`src/rtl/acc_rd_arbiter_pkg.sv`:
```
// ---------------------------------------------------------------------------
// acc_arb_pkg
// Shared definitions for the accelerator read-port arbiter slice:
//   - arb_state_e : arbiter state encoding (IDLE / CMD / DATA)
//   - REQ_*       : fixed requester ids on the arbiter's request vector
//   - DEF_*       : default widths used by the interface and modules
//   - idxWidth()  : width of an index able to address n requesters
// No ports (package).
// ---------------------------------------------------------------------------
package acc_arb_pkg;

    // Default configuration of the arbiter and its bus interface
    localparam int DEF_NREQ   = 3;
    localparam int DEF_ADDR_W = 32;
    localparam int DEF_LEN_W  = 8;
    localparam int DEF_DATA_W = 64;

    // Requester ids as wired by the main controller
    localparam int REQ_WEIGHT = 0;
    localparam int REQ_IMAP   = 1;
    localparam int REQ_PSUM   = 2;

    // Arbiter states: arbitrate, present command, stream beats
    typedef enum logic [1:0] {
        IDLE = 2'b00,
        CMD  = 2'b01,
        DATA = 2'b10
    } arb_state_e;

    // A single requester still needs a one-bit index
    function automatic int idxWidth(input int n);
        return (n > 1) ? $clog2(n) : 1;
    endfunction

endpackage

```
`src/rtl/acc_rd_arbiter_if.sv`:
```
// ---------------------------------------------------------------------------
// acc_rd_arbiter_if
// Bundles the requester-side and memory-side signals of the read arbiter.
//   Requester side : req_valid, req_addr, req_len (in to arbiter),
//                    req_ready, rd_valid, rd_data, rd_last (out of arbiter)
//   Memory side    : mem_cmd_valid, mem_cmd_addr, mem_cmd_len (out),
//                    mem_cmd_ready, mem_rd_valid, mem_rd_data (in)
// Modports:
//   slave  - the arbiter's view
//   master - the view of the surrounding loaders/memory model
// req_addr/req_len are flat vectors; slice i belongs to requester i.
// ---------------------------------------------------------------------------
interface acc_rd_arbiter_if
    import acc_arb_pkg::*;
#(
    parameter int NREQ   = DEF_NREQ,
    parameter int ADDR_W = DEF_ADDR_W,
    parameter int LEN_W  = DEF_LEN_W,
    parameter int DATA_W = DEF_DATA_W
);

    logic [NREQ-1:0]        req_valid;
    logic [NREQ*ADDR_W-1:0] req_addr;
    logic [NREQ*LEN_W-1:0]  req_len;
    logic [NREQ-1:0]        req_ready;
    logic [NREQ-1:0]        rd_valid;
    logic [DATA_W-1:0]      rd_data;
    logic                   rd_last;
    logic                   mem_cmd_valid;
    logic                   mem_cmd_ready;
    logic [ADDR_W-1:0]      mem_cmd_addr;
    logic [LEN_W-1:0]       mem_cmd_len;
    logic                   mem_rd_valid;
    logic [DATA_W-1:0]      mem_rd_data;

    modport slave (
        input  req_valid, req_addr, req_len,
        input  mem_cmd_ready, mem_rd_valid, mem_rd_data,
        output req_ready, rd_valid, rd_data, rd_last,
        output mem_cmd_valid, mem_cmd_addr, mem_cmd_len
    );

    modport master (
        output req_valid, req_addr, req_len,
        output mem_cmd_ready, mem_rd_valid, mem_rd_data,
        input  req_ready, rd_valid, rd_data, rd_last,
        input  mem_cmd_valid, mem_cmd_addr, mem_cmd_len
    );

endinterface

```
`src/rtl/acc_rd_arbiter_rr_pick.sv`:
```
// ---------------------------------------------------------------------------
// rr_pick
// Combinational round-robin picker. Searches i_ptr+1, i_ptr+2, ... modulo
// NREQ and returns the first requesting index.
// Ports:
//   i_req    [NREQ]  : request vector
//   i_ptr    [IDX_W] : index granted last (highest priority goes to ptr+1)
//   o_winner [IDX_W] : winning index (0 when nothing requests)
//   o_any            : at least one request is set
// ---------------------------------------------------------------------------
module rr_pick
    import acc_arb_pkg::*;
#(
    parameter int NREQ  = DEF_NREQ,
    parameter int IDX_W = idxWidth(NREQ)
) (
    input  logic [NREQ-1:0]  i_req,
    input  logic [IDX_W-1:0] i_ptr,
    output logic [IDX_W-1:0] o_winner,
    output logic             o_any
);

    // Walk the candidates from farthest to nearest so that the nearest
    // requester after the pointer is the last one written and wins.
    always_comb begin
        logic [IDX_W-1:0] w_idx;
        o_winner = '0;
        o_any    = 1'b0;
        w_idx    = '0;
        for (int k = NREQ; k >= 1; k--) begin
            w_idx = IDX_W'((int'(i_ptr) + k) % NREQ);
            if (i_req[w_idx]) begin
                o_winner = w_idx;
                o_any    = 1'b1;
            end
        end
    end

endmodule

```
`src/rtl/acc_rd_arbiter.sv`:
```
// ---------------------------------------------------------------------------
// acc_rd_arbiter
// Shares the accelerator's single external-memory read port between NREQ
// burst requesters (weight loader, input-map loader, partial-sum reload).
// One burst is granted at a time in round-robin order; the winner's command
// is latched and presented to memory, and returned beats are steered to the
// granted requester until the last beat of the burst.
//
// Ports:
//   clk       : clock
//   rst_n     : synchronous active-low reset
//   bus       : acc_rd_arbiter_if.slave (requester and memory handshakes)
//   busy      : arbiter is in CMD or DATA
//   grant_id  : current or most recently granted requester index
//   err_stray : sticky protocol error flag
//
// Configuration macro ACC_RD_ARB_ERR_EN: when defined, err_stray latches a
// read beat arriving outside DATA or a mem_cmd_ready without mem_cmd_valid.
// When undefined, err_stray is tied low and no checking logic exists.
// ---------------------------------------------------------------------------
module acc_rd_arbiter
    import acc_arb_pkg::*;
#(
    parameter int NREQ   = DEF_NREQ,
    parameter int ADDR_W = DEF_ADDR_W,
    parameter int LEN_W  = DEF_LEN_W,
    parameter int DATA_W = DEF_DATA_W
) (
    input  logic             clk,
    input  logic             rst_n,
    acc_rd_arbiter_if.slave  bus,
    output logic             busy,
    output logic [2:0]       grant_id,
    output logic             err_stray
);

    localparam int IDX_W = idxWidth(NREQ);
    localparam logic [NREQ-1:0] ONE_HOT0 = NREQ'(1);

    arb_state_e        r_state;
    logic [IDX_W-1:0]  r_rrPtr;
    logic [IDX_W-1:0]  r_grant;
    logic [ADDR_W-1:0] r_cmdAddr;
    logic [LEN_W-1:0]  r_cmdLen;
    logic [LEN_W-1:0]  r_beatCnt;
    logic              r_cmdValid;
    logic              r_busy;

    logic [IDX_W-1:0]  w_winner;
    logic              w_any;
    logic [ADDR_W-1:0] w_winAddr;
    logic [LEN_W-1:0]  w_winLen;
    logic              w_accept;
    logic              w_beat;
    logic              w_lastBeat;
    logic [NREQ-1:0]   w_grantOneHot;

    rr_pick #(
        .NREQ  (NREQ),
        .IDX_W (IDX_W)
    ) u_pick (
        .i_req    (bus.req_valid),
        .i_ptr    (r_rrPtr),
        .o_winner (w_winner),
        .o_any    (w_any)
    );

    // Select the winner's slice of the flat address/length buses; constant
    // slices per candidate keep the mux free of variable part-selects.
    always_comb begin
        w_winAddr = '0;
        w_winLen  = '0;
        for (int i = 0; i < NREQ; i++) begin
            if (w_winner == IDX_W'(i)) begin
                w_winAddr = bus.req_addr[i*ADDR_W +: ADDR_W];
                w_winLen  = bus.req_len[i*LEN_W +: LEN_W];
            end
        end
    end

    assign w_accept      = (r_state == CMD) && bus.mem_cmd_ready;
    assign w_beat        = (r_state == DATA) && bus.mem_rd_valid;
    assign w_lastBeat    = w_beat && (r_beatCnt == '0);
    assign w_grantOneHot = ONE_HOT0 << r_grant;

    // Accept pulse and beat steering are combinational so the requester sees
    // them in the same cycle as the memory-side event; beats outside DATA
    // never reach a requester.
    assign bus.req_ready     = w_accept ? w_grantOneHot : '0;
    assign bus.rd_valid      = w_beat ? w_grantOneHot : '0;
    assign bus.rd_data       = bus.mem_rd_data;
    assign bus.rd_last       = w_lastBeat;
    assign bus.mem_cmd_valid = r_cmdValid;
    assign bus.mem_cmd_addr  = r_cmdAddr;
    assign bus.mem_cmd_len   = r_cmdLen;
    assign busy              = r_busy;

    // Widen the internal index onto the fixed 3-bit status port
    always_comb begin
        grant_id              = '0;
        grant_id[IDX_W-1:0]   = r_grant;
    end

    // Arbiter FSM. IDLE latches the round-robin winner's command, CMD holds it
    // until memory accepts, DATA counts beats down from len so len=0 is a
    // single beat and the all-ones len gives 2^LEN_W beats without wrapping.
    // The pointer only moves when a burst completes, which is what produces
    // the 0,1,2,... rotation under full load. Reset drops any open burst.
    always_ff @(posedge clk) begin
        if (!rst_n) begin
            r_state    <= IDLE;
            r_rrPtr    <= IDX_W'(NREQ - 1);
            r_grant    <= '0;
            r_cmdAddr  <= '0;
            r_cmdLen   <= '0;
            r_beatCnt  <= '0;
            r_cmdValid <= 1'b0;
            r_busy     <= 1'b0;
        end else begin
            case (r_state)
                IDLE: begin
                    if (w_any) begin
                        r_cmdAddr  <= w_winAddr;
                        r_cmdLen   <= w_winLen;
                        r_grant    <= w_winner;
                        r_cmdValid <= 1'b1;
                        r_busy     <= 1'b1;
                        r_state    <= CMD;
                    end
                end
                CMD: begin
                    if (bus.mem_cmd_ready) begin
                        r_cmdValid <= 1'b0;
                        r_beatCnt  <= r_cmdLen;
                        r_state    <= DATA;
                    end
                end
                DATA: begin
                    if (bus.mem_rd_valid) begin
                        if (r_beatCnt == '0) begin
                            r_rrPtr <= r_grant;
                            r_busy  <= 1'b0;
                            r_state <= IDLE;
                        end else begin
                            r_beatCnt <= r_beatCnt - LEN_W'(1);
                        end
                    end
                end
                default: begin
                    r_state <= IDLE;
                end
            endcase
        end
    end

`ifdef ACC_RD_ARB_ERR_EN
    logic r_errStray;

    // Sticky protocol monitor: a read beat with no burst streaming, or a
    // command accept with no command offered, flags the memory side as
    // misbehaving until the next reset.
    always_ff @(posedge clk) begin
        if (!rst_n) begin
            r_errStray <= 1'b0;
        end else if ((bus.mem_rd_valid && (r_state != DATA)) ||
                     (bus.mem_cmd_ready && !r_cmdValid)) begin
            r_errStray <= 1'b1;
        end
    end

    assign err_stray = r_errStray;
`else
    assign err_stray = 1'b0;
`endif

endmodule
```
`src/flat_wrapper.sv`:
```
// flat-port wrapper written by rule: the top's interface ports become plain ports
module acc_rd_arbiter_flat import acc_arb_pkg::*;
#(
    parameter int NREQ   = DEF_NREQ,
    parameter int ADDR_W = DEF_ADDR_W,
    parameter int LEN_W  = DEF_LEN_W,
    parameter int DATA_W = DEF_DATA_W
)
  (clk, rst_n, busy, grant_id, err_stray, bus_req_valid, bus_req_addr, bus_req_len, bus_mem_cmd_ready, bus_mem_rd_valid, bus_mem_rd_data, bus_req_ready, bus_rd_valid, bus_rd_data, bus_rd_last, bus_mem_cmd_valid, bus_mem_cmd_addr, bus_mem_cmd_len);
  acc_rd_arbiter_if #(.NREQ(NREQ), .ADDR_W(ADDR_W), .LEN_W(LEN_W), .DATA_W(DATA_W)) bus_i ();
  input  logic clk;
  input  logic rst_n;
  output logic busy;
  output logic [2:0] grant_id;
  output logic err_stray;
  input wire logic [$bits(bus_i.req_valid)-1:0] bus_req_valid;
  input wire logic [$bits(bus_i.req_addr)-1:0] bus_req_addr;
  input wire logic [$bits(bus_i.req_len)-1:0] bus_req_len;
  input wire logic [$bits(bus_i.mem_cmd_ready)-1:0] bus_mem_cmd_ready;
  input wire logic [$bits(bus_i.mem_rd_valid)-1:0] bus_mem_rd_valid;
  input wire logic [$bits(bus_i.mem_rd_data)-1:0] bus_mem_rd_data;
  output wire logic [$bits(bus_i.req_ready)-1:0] bus_req_ready;
  output wire logic [$bits(bus_i.rd_valid)-1:0] bus_rd_valid;
  output wire logic [$bits(bus_i.rd_data)-1:0] bus_rd_data;
  output wire logic [$bits(bus_i.rd_last)-1:0] bus_rd_last;
  output wire logic [$bits(bus_i.mem_cmd_valid)-1:0] bus_mem_cmd_valid;
  output wire logic [$bits(bus_i.mem_cmd_addr)-1:0] bus_mem_cmd_addr;
  output wire logic [$bits(bus_i.mem_cmd_len)-1:0] bus_mem_cmd_len;
  assign bus_i.req_valid = bus_req_valid;
  assign bus_i.req_addr = bus_req_addr;
  assign bus_i.req_len = bus_req_len;
  assign bus_i.mem_cmd_ready = bus_mem_cmd_ready;
  assign bus_i.mem_rd_valid = bus_mem_rd_valid;
  assign bus_i.mem_rd_data = bus_mem_rd_data;
  assign bus_req_ready = bus_i.req_ready;
  assign bus_rd_valid = bus_i.rd_valid;
  assign bus_rd_data = bus_i.rd_data;
  assign bus_rd_last = bus_i.rd_last;
  assign bus_mem_cmd_valid = bus_i.mem_cmd_valid;
  assign bus_mem_cmd_addr = bus_i.mem_cmd_addr;
  assign bus_mem_cmd_len = bus_i.mem_cmd_len;
  acc_rd_arbiter #(.NREQ(NREQ), .ADDR_W(ADDR_W), .LEN_W(LEN_W), .DATA_W(DATA_W)) u_core (.clk(clk), .rst_n(rst_n), .bus(bus_i), .busy(busy), .grant_id(grant_id), .err_stray(err_stray));
endmodule
```
`config.mk`:
```
export PLATFORM = sky130hd
export DESIGN_NAME = acc_rd_arbiter_flat
export DESIGN_NICKNAME = d
export VERILOG_FILES = /design/src/rtl/acc_rd_arbiter_pkg.sv /design/src/rtl/acc_rd_arbiter_if.sv /design/src/rtl/acc_rd_arbiter_rr_pick.sv /design/src/rtl/acc_rd_arbiter.sv /design/src/flat_wrapper.sv
export SDC_FILE = /design/constraint.sdc
export NUM_CORES = 1
export LEC_CHECK = 0
export BUFFER_PORTS_ARGS = -buffer_cell sky130_fd_sc_hd__buf_2
export CAP_MARGIN = 10
export CORE_AREA = 3 3 118 120
export CTS_BUF_LIST = sky130_fd_sc_hd__clkbuf_4 sky130_fd_sc_hd__clkbuf_8
export DETAILED_ROUTE_END_ITERATION = 16
export DIE_AREA = 0 0 121 123
export PLACE_DENSITY = 0.64
export SKIP_CTS_REPAIR_TIMING = 1
export SLEW_MARGIN = 0
export SYNTH_ARGS = -nofsm -noshare
export SYNTH_HDL_FRONTEND = slang
export SYNTH_SLANG_ARGS = --single-unit
```
`constraint.sdc`:
```
create_clock -name clk -period 2.1 [get_ports clk]
set_input_delay 0.315 -clock clk [delete_from_list [all_inputs] [get_ports clk]]
set_output_delay 0.315 -clock clk [all_outputs]
set_load 0.02 [all_outputs]
```
; ---- Yosys cells after proc, flatten, opt, wreduce, memory -nomap -nowiden
; Index checks and enable logic that the tools add are counted.
[totals]
ff_bits = 56
input_bits = 191
output_inout_bits = 117
wordCells = 78
[op_classes]
addsub = 4
div_mod_pow = 3
magnitude_cmp = 3
eq_ne = 9
n_shift = 1
n_mux = 35
n_reduce_logical = 15
[op_table]
columns = operator, count
row1 = $mod 32x3->32 const B, 3
row2 = $mux 32, 3
row3 = $mux 8, 6
row4 = $pmux 8 s2, 1
row5 = $mux 2, 7
row6 = $reduce_and 4->1, 3
row7 = $mux 1, 10
row8 = $ne 2x2->1 const B, 5
row9 = $lt 2x3->1 const B, 3
row10 = $logic_not 8->1, 1
row11 = $sub 8x1->8 const B, 1
row12 = $add 2x2->3 const B, 2
row13 = $bmux 1 s2, 3
row14 = $mux 3, 2
row15 = $pmux 2 s3, 1
row16 = $reduce_and 3->1, 2
row17 = $reduce_bool 2->1, 3
row18 = $eq 2x1->1 const B, 2
row19 = $eq 2x2->1 const B, 2
row20 = $logic_not 2->1, 2
row21 = $pmux 1 s2, 2
row22 = $add 2x1->3 const B, 1
row23 = $logic_and 1x1->1, 3
row24 = $shl 1x2->3 const A, 1
row25 = $reduce_and 2->1, 1

; ---- Longest topological paths before layout
; Gate-level depths: netlist (run 1).
[logic_depth]
word_depth = 11
ltp_mapped = 11
ltp_nobuf = 8

; ---- By module
; A second synthesis (run 1) with hierarchy kept.
[unflattened]
hier_cells = 476
area_unflattened_um2 = 3821.2
[modules_own_cells]
columns = mod, n_inst, cells_per_inst, area_per_inst_um2, seq_area_each_um2
row1 = acc_rd_arbiter, 1, 449, 3629.7, 1121.1
row2 = rr_pick, 1, 27, 191.4, 0.0

; ---- Worst setup path before layout (run 1)
; No wires, ideal clock.
[synth_timing]
path_kind = register -> register
start = reg u_core.r_rrPtr[0]
end = reg u_core.r_cmdAddr[0], in the netlist u_core.bus.mem_cmd_addr[0]
setup_time_ns = 0.089
arrival_ns = 2.017
required_ns = 2.011
path_slack_ns = -0.006
stages_incl_launch_ff = 12
n_path_buf = 3
synth_period_minus_slack_ns = 2.106
path_cell_list = dfxtp_1 > inv_1 > ha_1 > buf_4 > nor2b_1 > a2111oi_2 > o21a_1 > buf_4 > buf_6 > a21o_1 > a21oi_1 > o32ai_2
[synth_via]
elab_chain_cells = 11
elab_cells_between_ends = 25
cone_classes = add/sub: 3 / div: 3 / eq/ne: 2 / mux: 15 / reduce/logical: 2
[synth_lines]
columns = element, line_no
row1 = start: declaration, acc_rd_arbiter.sv:41  ; logic [IDX_W-1:0] r_rrPtr;
row2 = start signal: assignment, acc_rd_arbiter.sv:112  ; r_rrPtr <= IDX_W'(NREQ - 1);
row3 = start signal: assignment, acc_rd_arbiter.sv:141  ; r_rrPtr <= r_grant;
row4 = $add 2x2->3, acc_rd_arbiter_rr_pick.sv:31  ; w_idx = IDX_W'((int'(i_ptr) + k) % NREQ);
row5 = $mod 32x3->32, acc_rd_arbiter_rr_pick.sv:31
row6 = $bmux 1 s2, acc_rd_arbiter_rr_pick.sv:32  ; if (i_req[w_idx]) begin
row7 = $mux 1 (not written as such), acc_rd_arbiter_rr_pick.sv:32
row8 = $mux 2 (3 in series), acc_rd_arbiter_rr_pick.sv:32
row9 = $logic_not 2->1, acc_rd_arbiter.sv:74  ; if (w_winner == IDX_W'(i)) begin
row10 = $mux 32 (3 in series), acc_rd_arbiter.sv:74
row11 = end signal: assignment, acc_rd_arbiter.sv:123  ; r_cmdAddr <= w_winAddr;
row12 = end: declaration, acc_rd_arbiter.sv:43  ; logic [ADDR_W-1:0] r_cmdAddr;
; Several ways; a longest one is shown, not always the timed one. The select of a mux whose other input is x is not followed.
; A chain may end at the register's enable or synchronous reset.

; ---- Worst setup path in the final report (run 1)
[layout_timing]
start = reg u_core.r_rrPtr[1]
end = reg u_core.r_cmdAddr[21], in the netlist u_core.bus.mem_cmd_addr[21]
; The elaborated chain is that of the path after synthesis.

==> out/results.tsv, run 1 <==
metric	value	unit
most used cells in the layout excluding fill and tap cells	sky130_fd_sc_hd__buf_2 (176), sky130_fd_sc_hd__dfxtp_1 (52), sky130_fd_sc_hd__nand2_1 (50)	
setup repair after global routing missed its margin	true	
fraction of the mapped netlist area in compound gates	38.5	%
cell accounting for the most synthesized area	sky130_fd_sc_hd__dfxtp_1	
leading cell type in the layout, fill and taps excluded	sky130_fd_sc_hd__buf_2	
fmax	469	MHz
count of endpoints failing hold in the final timing report	0	
Clock Latency Late Sink	0.32	ns
final antenna-violating net count	0	
height of the die	123	µm
register-to-register setup slack	-0.03	ns
startpoint of the worst-slack reg-to-reg timing path	u_core.r_rrPtr[1]$_SDFFE_PN1P_	
Sum Neg Setup Slack	-0.0619	ns
maximum clock path buffer count	2	
biggest area contributors in the synthesized netlist	sky130_fd_sc_hd__dfxtp_1 (27%), sky130_fd_sc_hd__o32ai_2 (15%), sky130_fd_sc_hd__buf_4 (13%)	
cell count after synthesis	493	
overall die width	121	µm
GRT Residual Overflow	0	
multiplexer area fraction after synthesis	1.55	%
aggregate routed wire length	15800	µm
number of violations of the max-capacitance limit	0	
placeable core region	0.0131	mm²
async set-or-reset flop fraction in the synthesized netlist	0	%
deepest level of the CTS H-tree	2	
IO buf count	177	
worst voltage drop across the vdd grid	329	µV
DR DRC count	0	
clock root buffer	sky130_fd_sc_hd__clkbuf_8	
power density relative to cell area	608	mW/mm²
Tightest Hold Check Type	input port to flop	
First DRT Iteration DRCs	164	
CP max stage cell	sky130_fd_sc_hd__dfxtp_2	
Critical path origin	u_core.r_rrPtr[1]$_SDFFE_PN1P_	
synthesized-area fraction occupied by adder cells	1.83	%
layout cell share with drive strength beyond 1	56.2	%
maximum single-stage delay on the critical path	0.35	ns
Yosys top cell area share	27.3	%
largest family of logic cells by synthesized area	compound AO/OA/AOI/OAI gates	
Final Instance Count excl. Fillers	808	
mean instance size in the synthesized netlist	8.33	µm²
Cell Area, Synth	0.00411	mm²
Detail Placement HPWL	10100	µm
Sequential cell area	0.00113	mm²
Req. time, crit path	2.33	ns
Sequential Power Share	36.4	%
run status	finished with violations	
total vias in the final route	4231	
Arrival @ worst endpoint	2.36	ns
leakage	2.69	nW
most used cell, CP	sky130_fd_sc_hd__buf_4	
net switching power figure	1.30	mW
total die area	0.0149	mm²
share of total power consumed by net switching	37.3	%
violations in the final reports	negative setup slack	
synth warn	0	
total area of multi-input combinational cells	0.00256	mm²
via count of the first global-routing pass	3871	
clock power share	17.9	%
number of vias per cell	5.24	
ratio of final minimum period to clock period	102	%
Seq cells post-synth	56	
crit path capture type	flop	
Sink Count	56	
Post-Route Skew	0.00494	ns
xor/xnor share of the synthesized area	0	%
number of nets in the layout	829	
area added between synthesis and finish	39.5	%
Worst setup SP type	flop	
first-pass iteration count of the detailed router	4	
number of placed instances with taps included	771	
Top-Level Pins	308	
number of enable flip-flop cells after synthesis	0	
cell-by-cell trace of the critical path	buf_4, ha_4, mux2_4, o2bb2ai_2, buf_4, o21ai_4, buf_12, clkbuf_16, a21oi_2, o32ai_2	
start-to-end type of the worst setup path	flop to flop	
number of antenna violations at the first check in global routing	0	
# setup viols final	5	
area fraction in and, or, nand and nor cells after synthesis	12.4	%
post-detailed-route wirelength per cell	19.5	µm
Final Max Tran Viols	0	
Min Clock Period, post-route	2.13	ns
peak fanout along the critical path	7	
post-layout worst setup margin	-0.0330	ns
Routability Congestion	0.821	
Comb pwr share	45.7	%
critical hold path startpoint	bus_req_addr[15]	
sequential-to-total area share from yosys stat	27.3	%
fill cell total of the finished layout	1325	
distinct cell type count after synthesis	45	
leading register cell type out of synthesis	sky130_fd_sc_hd__dfxtp_1	
Inserted Diodes	0	
initial standard-cell utilization of the core	31.4	%
clk slew on worst S/H paths	0.11	ns
pin count of the biggest net entering global routing	53	
GRT Overall Usage	17.2	%
number of buffers inserted during clock tree synthesis	5	
CTS tree	built	
global-route wire length before repair	20400	µm
number of rows in the core area	42	
Internal Dissipation	2.18	mW
cell families (layout without fill, tap and decap cells):
family | Yosys count | after routing
other | 1 | 2
and+or+nand+nor | 111 | 111
buffers and inverters | 115 | 253
adders and majority gates | 6 | 6
muxes | 6 | 6
AOI/OAI and AO/OA | 198 | 198
DFF | 56 | 56
worst max-delay path: cells and delay by family, from the launching register on:
family / cells / cell delay [ns]
mux: 1 / 0.31
fa+ha+maj: 1 / 0.15
buf+inv: 4 / 0.61
flops: 1 / 0.35
compound gates: 4 / 0.62
cell type report:
| type | instances | area share (%) |
|---|---|---|
| clock buffer | 6 | 1.33 |
| clock inverter | 1 | 0.0874 |
| inverter | 8 | 0.524 |
| multi-input combinational | 323 | 44.6 |
| sequential | 56 | 19.7 |
| tap | 176 | 3.84 |
| timing repair buffer | 238 | 29.9 |
final timing paths:
kind / end / depth (start not counted)
max reg2reg: u_core.bus.mem_cmd_addr[21]$_SDFFE_PN0P_ / 10
max: u_core.bus.mem_cmd_addr[21]$_SDFFE_PN0P_ / 10
min reg2reg: u_core.r_beatCnt[1]$_SDFFE_PN0P_ / 2
min: u_core.bus.mem_cmd_addr[15]$_SDFFE_PN0P_ / 3
cells in the mapped netlist, types with 2 or more instances:
master / n
sky130_fd_sc_hd__o32ai_2: 37
sky130_fd_sc_hd__buf_4: 72
sky130_fd_sc_hd__clkbuf_1: 22
sky130_fd_sc_hd__mux2i_1: 3
sky130_fd_sc_hd__dfxtp_1: 56
sky130_fd_sc_hd__nand2b_1: 7
sky130_fd_sc_hd__a21o_1: 41
sky130_fd_sc_hd__inv_1: 6
sky130_fd_sc_hd__inv_2: 2
sky130_fd_sc_hd__o211ai_1: 3
sky130_fd_sc_hd__nor3b_1: 2
sky130_fd_sc_hd__mux2_1: 2
sky130_fd_sc_hd__buf_2: 8
sky130_fd_sc_hd__nand3_1: 3
sky130_fd_sc_hd__ha_1: 6
sky130_fd_sc_hd__nor2_1: 26
sky130_fd_sc_hd__o32ai_1: 2
sky130_fd_sc_hd__nor2b_1: 5
sky130_fd_sc_hd__a21oi_1: 55
sky130_fd_sc_hd__o21a_1: 3
sky130_fd_sc_hd__o21ai_0: 34
sky130_fd_sc_hd__buf_6: 5
sky130_fd_sc_hd__o21ai_1: 15
sky130_fd_sc_hd__nand2_1: 50
sky130_fd_sc_hd__nor4_1: 2
sky130_fd_sc_hd__or2_1: 2
sky130_fd_sc_hd__nor3_1: 6
state kept, by name, indices dropped and copies added (netlist names):
name and count:
u_core.r_beatCnt 8, u_core.bus.mem_cmd_valid 1, u_core.bus.mem_cmd_len 8, u_core.busy 1
u_core.r_rrPtr 2, u_core.bus.mem_cmd_addr 32, u_core.r_grant 2, u_core.r_state 2
per-stage QoR:
step	util, %	instance area, µm²	setup WS (ns)	hold WS (ns)	power [mW]
after CTS	37.7	4930	-0.154	0.319	3.13
after global placement	37.1	4850	-0.0901	0.464	2.51
after detailed placement	37.1	4850	-0.117	0.467	2.52
after global routing	43.8	5730	-0.118	0.328	3.65
after floorplan	-	4110	0.00449	0.453	2.25
final	43.8	5730	-0.0330	0.323	3.49
metal layers:
metal	GRT usage [%]	part of all wire, %	vias to the layer above	wire length (µm)
met5	0	0	-	0
met4	7.08	3.2	0	500
met3	3.43	5.7	52	891
met2	29.7	49	175	7750
met1	21.1	42	2033	6610
li1	-	-	1971	-
power groups by stage:
stage	clock (mW)	sequential, mW	combinational [mW]
6_report	0.623	1.27	1.59
5_1_grt	0.669	1.28	1.70
4_1_cts	0.633	1.27	1.23
3_5_place_dp	0	1.29	1.22
3_3_place_gp	0	1.29	1.22
2_1_floorplan	0	1.40	0.853
No activity file was read; power rests on OpenSTA's default activity.
==> inputs of run 2 (changes only) <==
CTS_BUF_LIST = not set   (was sky130_fd_sc_hd__clkbuf_4 sky130_fd_sc_hd__clkbuf_8)
==> out/results.tsv, run 2 (synthesized netlist as in run 1, its figures left out) <==
metric	value	unit	change
run status	finished with violations		
violations in the final reports	negative setup slack		
Sum Neg Setup Slack	-0.0744	ns	-0.0125 ns
global-route wire length before repair	20500	µm	+0.27%
startpoint of the worst-slack reg-to-reg timing path	u_core.r_rrPtr[0]$_SDFFE_PN0P_		
Sink Count	56		unchanged
count of endpoints failing hold in the final timing report	0		unchanged
post-detailed-route wirelength per cell	19.2	µm	-1.5%
post-layout worst setup margin	-0.0353	ns	-0.00225 ns
worst-case reg-to-reg path depth	11		+1
flip-flop count of the largest register, all copies and words added	32		unchanged
maximum clock path buffer count	2		unchanged
IO buf count	177		unchanged
Routability Congestion	0.821		unchanged
initial standard-cell utilization of the core	31.4	%	unchanged
first-pass iteration count of the detailed router	4		unchanged
setup repair after global routing missed its margin	true		
GRT Overall Usage	17.3	%	+0.097 points
number of rows in the core area	42		unchanged
final antenna-violating net count	0		unchanged
register-to-register setup slack	-0.04	ns	about the same
total area of multi-input combinational cells	0.00253	mm²	-1.0%
ratio of final minimum period to clock period	102	%	+0.11 points
number of buffers inserted during clock tree synthesis	5		unchanged
number of antenna violations at the first check in global routing	0		unchanged
crit path capture	u_core.busy$_SDFFE_PN0P_		
most used cells in the layout excluding fill and tap cells	sky130_fd_sc_hd__buf_2 (176), sky130_fd_sc_hd__dfxtp_1 (52), sky130_fd_sc_hd__nand2_1 (50)		
power density relative to cell area	640	mW/mm²	+5.3%
Req. time, crit path	2.27	ns	-0.06 ns
clock root buffer	sky130_fd_sc_hd__clkbuf_16		
CTS tree	built		
total die area	0.0149	mm²	unchanged
layout cell share with drive strength beyond 1	55.9	%	-0.30 points
start-to-end type of the worst setup path	flop to flop		
GRT Residual Overflow	0		unchanged
deepest level of the CTS H-tree	2		unchanged
crit path capture type	flop		
Clock Latency Late Sink	0.30	ns	-0.02 ns
overall die width	121	µm	unchanged
Arrival @ worst endpoint	2.31	ns	-0.05 ns
placeable core region	0.0131	mm²	unchanged
number of violations of the max-capacitance limit	0		unchanged
transition time at the pin with the least slew margin	0.579	ns	
Post-Route Skew	0.00689	ns	+0.00195 ns
Final Max Tran Viols	0		unchanged
pin count of the biggest net entering global routing	53		unchanged
# setup viols final	5		unchanged
total vias in the final route	4172		-1.4%
number of vias per cell	5.18		-1.1%
post-layout util	43.7	%	-0.057 points
First DRT Iteration DRCs	155		-5.5%
wire length on met2	7470	µm	-3.6%
fill cell total of the finished layout	1325		unchanged
area added between synthesis and finish	39.3	%	
Final Instance Count excl. Fillers	806		-0.25%
Top-Level Pins	308		unchanged
number of placed instances with taps included	771		unchanged
fmax	468	MHz	-0.11%
DR DRC count	0		unchanged
wl on met1	6540	µm	-1.1%
peak fanout along the critical path	8		+1
leakage	2.69	nW	about the same
Inserted Diodes	0		unchanged
Min Clock Period, post-route	2.14	ns	+0.00225 ns
Critical path origin	u_core.r_rrPtr[0]$_SDFFE_PN0P_		
Worst setup SP type	flop		
height of the die	123	µm	unchanged
Sequential cell area	0.00113	mm²	-0.22%
top layer in use	met4		
via count of the first global-routing pass	3891		+0.52%
Total Power Consumption	3.66	mW	+5.1%
clk slew on worst S/H paths	0.08	ns	-0.03 ns
number of nets in the layout	827		-0.24%
Detail Placement HPWL	10100	µm	unchanged
Critical R2R Capture	u_core.busy$_SDFFE_PN0P_		
Tightest Hold Check Type	input port to flop		
worst voltage drop across the vdd grid	337	µV	+2.6%
aggregate routed wire length	15500	µm	-1.7%
Worst slew margin	61.1	%	
leading cell type in the layout, fill and taps excluded	sky130_fd_sc_hd__buf_2		
wire length on met3	925	µm	+3.8%
## run 2: changes by cell type in the layout (fill, tap and decap cells not counted), sizes merged
| cell | delta |
|---|---|
| buf | -1 |
| clkbuf | -1 |
## run 2: stage by stage
| stage | cell area [µm²] | setup slack (ns) | hold slack, ns |
|---|---|---|---|
| after floorplan | 4110 | 0.00449 | 0.453 |
| after global placement | 4850 | -0.0901 | 0.464 |
| after detailed placement | 4850 | -0.117 | 0.467 |
| after CTS | 4980 | -0.143 | 0.351 |
| after global routing | 5720 | -0.103 | 0.373 |
| final | 5720 | -0.0353 | 0.348 |
## run 2: worst min path at each step
stage | from | endpoint | cells past startpoint
floorplan | u_core.r_beatCnt[1]$_SDFFE_PN0P_ | u_core.r_beatCnt[1]$_SDFFE_PN0P_ | 2
global placement | u_core.bus.mem_cmd_addr[14]$_SDFFE_PN0P_ | u_core.bus.mem_cmd_addr[14]$_SDFFE_PN0P_ | 2
detailed placement | u_core.bus.mem_cmd_addr[14]$_SDFFE_PN0P_ | u_core.bus.mem_cmd_addr[14]$_SDFFE_PN0P_ | 2
CTS | bus_mem_cmd_ready | u_core.r_state[0]$_SDFFE_PN0P_ | 4
global route | bus_req_addr[15] | u_core.bus.mem_cmd_addr[15]$_SDFFE_PN0P_ | 3
finish | bus_mem_cmd_ready | u_core.r_state[0]$_SDFFE_PN0P_ | 4
## run 2: report_power, final
group	leakage [nW]	switching, mW	total (mW)	internal (mW)
sequential	0.462	0.0912	1.27	1.18
clock	0.0667	0.400	0.837	0.436
combinational	2.16	0.812	1.56	0.745
total	2.69	1.30	3.66	2.36
## run 2: area by class of cell
type	instances	share of cell area, %
inverters	8	0.525
well taps	176	3.85
flip-flops and latches	56	19.7
repair buffers	236	29.4
clock inverters	1	0.0875
clock buffers	6	2.25
multi-input cells	323	44.2
## run 2: per-layer routing
| metal | GRT usage (%) | vias up |
|---|---|---|
| met1 | 21.1 | 1985 |
| met4 | 7.51 | 0 |
| li1 | - | 1967 |
| met3 | 3.57 | 48 |
| met2 | 29.7 | 172 |
| met5 | 0 | - |
## run 2: critical path, cell delays in order (launching register included)
cell and delay, ns:
sky130_fd_sc_hd__dfxtp_2 0.34, sky130_fd_sc_hd__buf_6 0.12, sky130_fd_sc_hd__ha_4 0.16, sky130_fd_sc_hd__mux2_4 0.30, sky130_fd_sc_hd__mux2i_2 0.19, sky130_fd_sc_hd__o211ai_2 0.13, sky130_fd_sc_hd__nor3b_4 0.17, sky130_fd_sc_hd__buf_12 0.16
sky130_fd_sc_hd__buf_12 0.13, sky130_fd_sc_hd__clkbuf_16 0.16, sky130_fd_sc_hd__nor2_1 0.11, sky130_fd_sc_hd__nor3_1 0.06
==> inputs of run 3 (changes only) <==
CORE_AREA = 3 3 120 122   (was 3 3 118 120)
DIE_AREA = 0 0 123 125   (was 0 0 121 123)
PLACE_DENSITY = 0.62   (was 0.64)
==> out/results.tsv, run 3 (synthesized netlist as in run 1, its figures left out) <==
metric	value	unit	change
crit path capture type	flop		
CTS tree	built		
Worst slew margin	60.1	%	-1.1 points
peak fanout along the critical path	6		-2
Sink Count	56		unchanged
Arrival @ worst endpoint	2.33	ns	+0.02 ns
placeable core region	0.0133	mm²	+1.6%
Final Instance Count excl. Fillers	814		+0.99%
Inserted Diodes	0		unchanged
worst-case reg-to-reg path depth	10		-1
power density relative to cell area	652	mW/mm²	+1.8%
first-pass iteration count of the detailed router	5		+1
startpoint of the worst-slack reg-to-reg timing path	u_core.r_rrPtr[0]$_SDFFE_PN0P_		
clk slew on worst S/H paths	0.09	ns	about the same
layout cell share with drive strength beyond 1	55.5	%	-0.39 points
violations in the final reports	negative setup slack		
overall die width	123	µm	+1.7%
Routability Congestion	0.785		-4.3%
crit path capture	u_core.bus.mem_cmd_len[1]$_SDFFE_PN0P_		
via count of the first global-routing pass	4012		+3.1%
register-to-register setup slack	-0.01	ns	+0.02 ns
total vias in the final route	4198		+0.62%
worst voltage drop across the vdd grid	385	µV	+14%
post-layout util	43.3	%	-0.41 points
aggregate routed wire length	15100	µm	-2.4%
Detail Placement HPWL	9930	µm	-1.5%
Tightest Hold Check Type	input port to flop		
Critical path origin	u_core.r_rrPtr[0]$_SDFFE_PN0P_		
Top-Level Pins	308		unchanged
hold slack final	0.344	ns	-0.00347 ns
GRT Overall Usage	16.7	%	-0.61 points
leakage	2.72	nW	+0.86%
leading cell type in the layout, fill and taps excluded	sky130_fd_sc_hd__buf_2		
transition time at the pin with the least slew margin	0.595	ns	+0.0160 ns
DR DRC count	0		unchanged
number of nets in the layout	834		+0.85%
fmax	474	MHz	+1.2%
# setup viols final	4		-1
First DRT Iteration DRCs	271		+75%
count of endpoints failing hold in the final timing report	0		unchanged
run status	finished with violations		
post-detailed-route wirelength per cell	18.6	µm	-3.4%
number of vias per cell	5.16		-0.37%
ratio of final minimum period to clock period	101	%	-1.2 points
start-to-end type of the worst setup path	flop to flop		
clock root buffer	sky130_fd_sc_hd__clkbuf_16		
Worst setup SP type	flop		
number of placed instances with taps included	773		+0.26%
initial standard-cell utilization of the core	30.9	%	-0.50 points
Critical R2R Capture	u_core.bus.mem_cmd_len[1]$_SDFFE_PN0P_		
Req. time, crit path	2.32	ns	+0.05 ns
height of the die	125	µm	+1.6%
number of rows in the core area	42		unchanged
total die area	0.0154	mm²	+3.3%
post-layout worst setup margin	-0.0106	ns	+0.0246 ns
number of antenna violations at the first check in global routing	1		+1
Post-Route Skew	0.0136	ns	+0.00668 ns
global-route wire length before repair	20400	µm	-0.40%
Final Max Tran Viols	0		unchanged
number of violations of the max-capacitance limit	0		unchanged
maximum clock path buffer count	2		unchanged
Min Clock Period, post-route	2.11	ns	-0.0246 ns
Clock Latency Late Sink	0.31	ns	about the same
flip-flop count of the largest register, all copies and words added	32		unchanged
setup repair after global routing missed its margin	true		
number of buffers inserted during clock tree synthesis	5		unchanged
deepest level of the CTS H-tree	2		unchanged
most used cells in the layout excluding fill and tap cells	sky130_fd_sc_hd__buf_2 (176), sky130_fd_sc_hd__dfxtp_1 (52), sky130_fd_sc_hd__nand2_1 (50)		
area added between synthesis and finish	40.2	%	
IO buf count	177		unchanged
pin count of the biggest net entering global routing	45		-15%
final antenna-violating net count	0		unchanged
GRT Residual Overflow	0		unchanged
## run 3: cell count changes in the layout (fill, tap and decap cells not counted), sizes merged
cell      previous run  this run
clkinvlp             0         1
buf                226       234
o21ai               49        50
clkbuf              16        13
inv                  8        10
clkinv               1         0
## run 3: area by class of cell
cell class              instances  area, µm²
clock buffers                   5        125
repair buffers                242       1690
inverters                       8       30.0
well taps                     176        220
clock inverters                 3       25.0
multi-input cells             324       2530
flip-flops and latches         56       1130
fillers                      1291       7540
## run 3: worst max-delay path, cell delays in order (launching register included)
cell and delay, ns:
sky130_fd_sc_hd__dfxtp_2 0.34, sky130_fd_sc_hd__buf_6 0.13, sky130_fd_sc_hd__ha_4 0.17, sky130_fd_sc_hd__nand2b_4 0.15
sky130_fd_sc_hd__nor3b_1 0.15, sky130_fd_sc_hd__o211ai_2 0.17, sky130_fd_sc_hd__nor3b_4 0.25, sky130_fd_sc_hd__buf_6 0.19
sky130_fd_sc_hd__clkbuf_16 0.16, sky130_fd_sc_hd__o21ai_1 0.07, sky130_fd_sc_hd__o32ai_2 0.23
## run 3: per-layer routing
layer  GRT usage (%)  vias to the layer above  part of all wire [%]
met5               0                        -                 0.060
met4            6.71                        2                   3.8
met3            4.52                       69                   7.3
met2            28.7                      171                    47
met1            19.6                     1957                    41
li1                -                     1999                     -
## run 3: through the flow
stage / setup WS (ns) / instance area [µm²] / power [mW] / TNS (ns)
2_1_floorplan: 0.00449 / 4110 / 2.25 / 0
3_3_place_gp: -0.115 / 4880 / 2.50 / -1.86
3_5_place_dp: -0.198 / 4880 / 2.53 / -5.36
4_1_cts: -0.222 / 5030 / 3.45 / -6.87
6_report: -0.0106 / 5760 / 3.76 / -0.0259
5_1_grt: -0.128 / 5760 / 3.95 / -3.44
## run 3: how the worst min path moves through the flow
stage,slack (ns),cells past startpoint,end,startpoint
floorplan,0.45,2,u_core.r_beatCnt[1]$_SDFFE_PN0P_,u_core.r_beatCnt[1]$_SDFFE_PN0P_
global placement,0.46,2,u_core.bus.mem_cmd_addr[13]$_SDFFE_PN0P_,u_core.bus.mem_cmd_addr[13]$_SDFFE_PN0P_
detailed placement,0.46,2,u_core.bus.mem_cmd_addr[13]$_SDFFE_PN0P_,u_core.bus.mem_cmd_addr[13]$_SDFFE_PN0P_
CTS,0.32,4,u_core.r_state[0]$_SDFFE_PN0P_,bus_mem_cmd_ready
global route,0.35,3,u_core.bus.mem_cmd_addr[15]$_SDFFE_PN0P_,bus_req_addr[79]
finish,0.34,4,u_core.r_state[0]$_SDFFE_PN0P_,bus_mem_cmd_ready
## run 3: power by group
| group | switching (mW) | total, mW | internal (mW) |
|---|---|---|---|
| Combinational | 0.817 | 1.58 | 0.760 |
| Sequential | 0.0896 | 1.27 | 1.18 |
| Clock | 0.459 | 0.912 | 0.453 |
| Total | 1.36 | 3.76 | 2.39 |
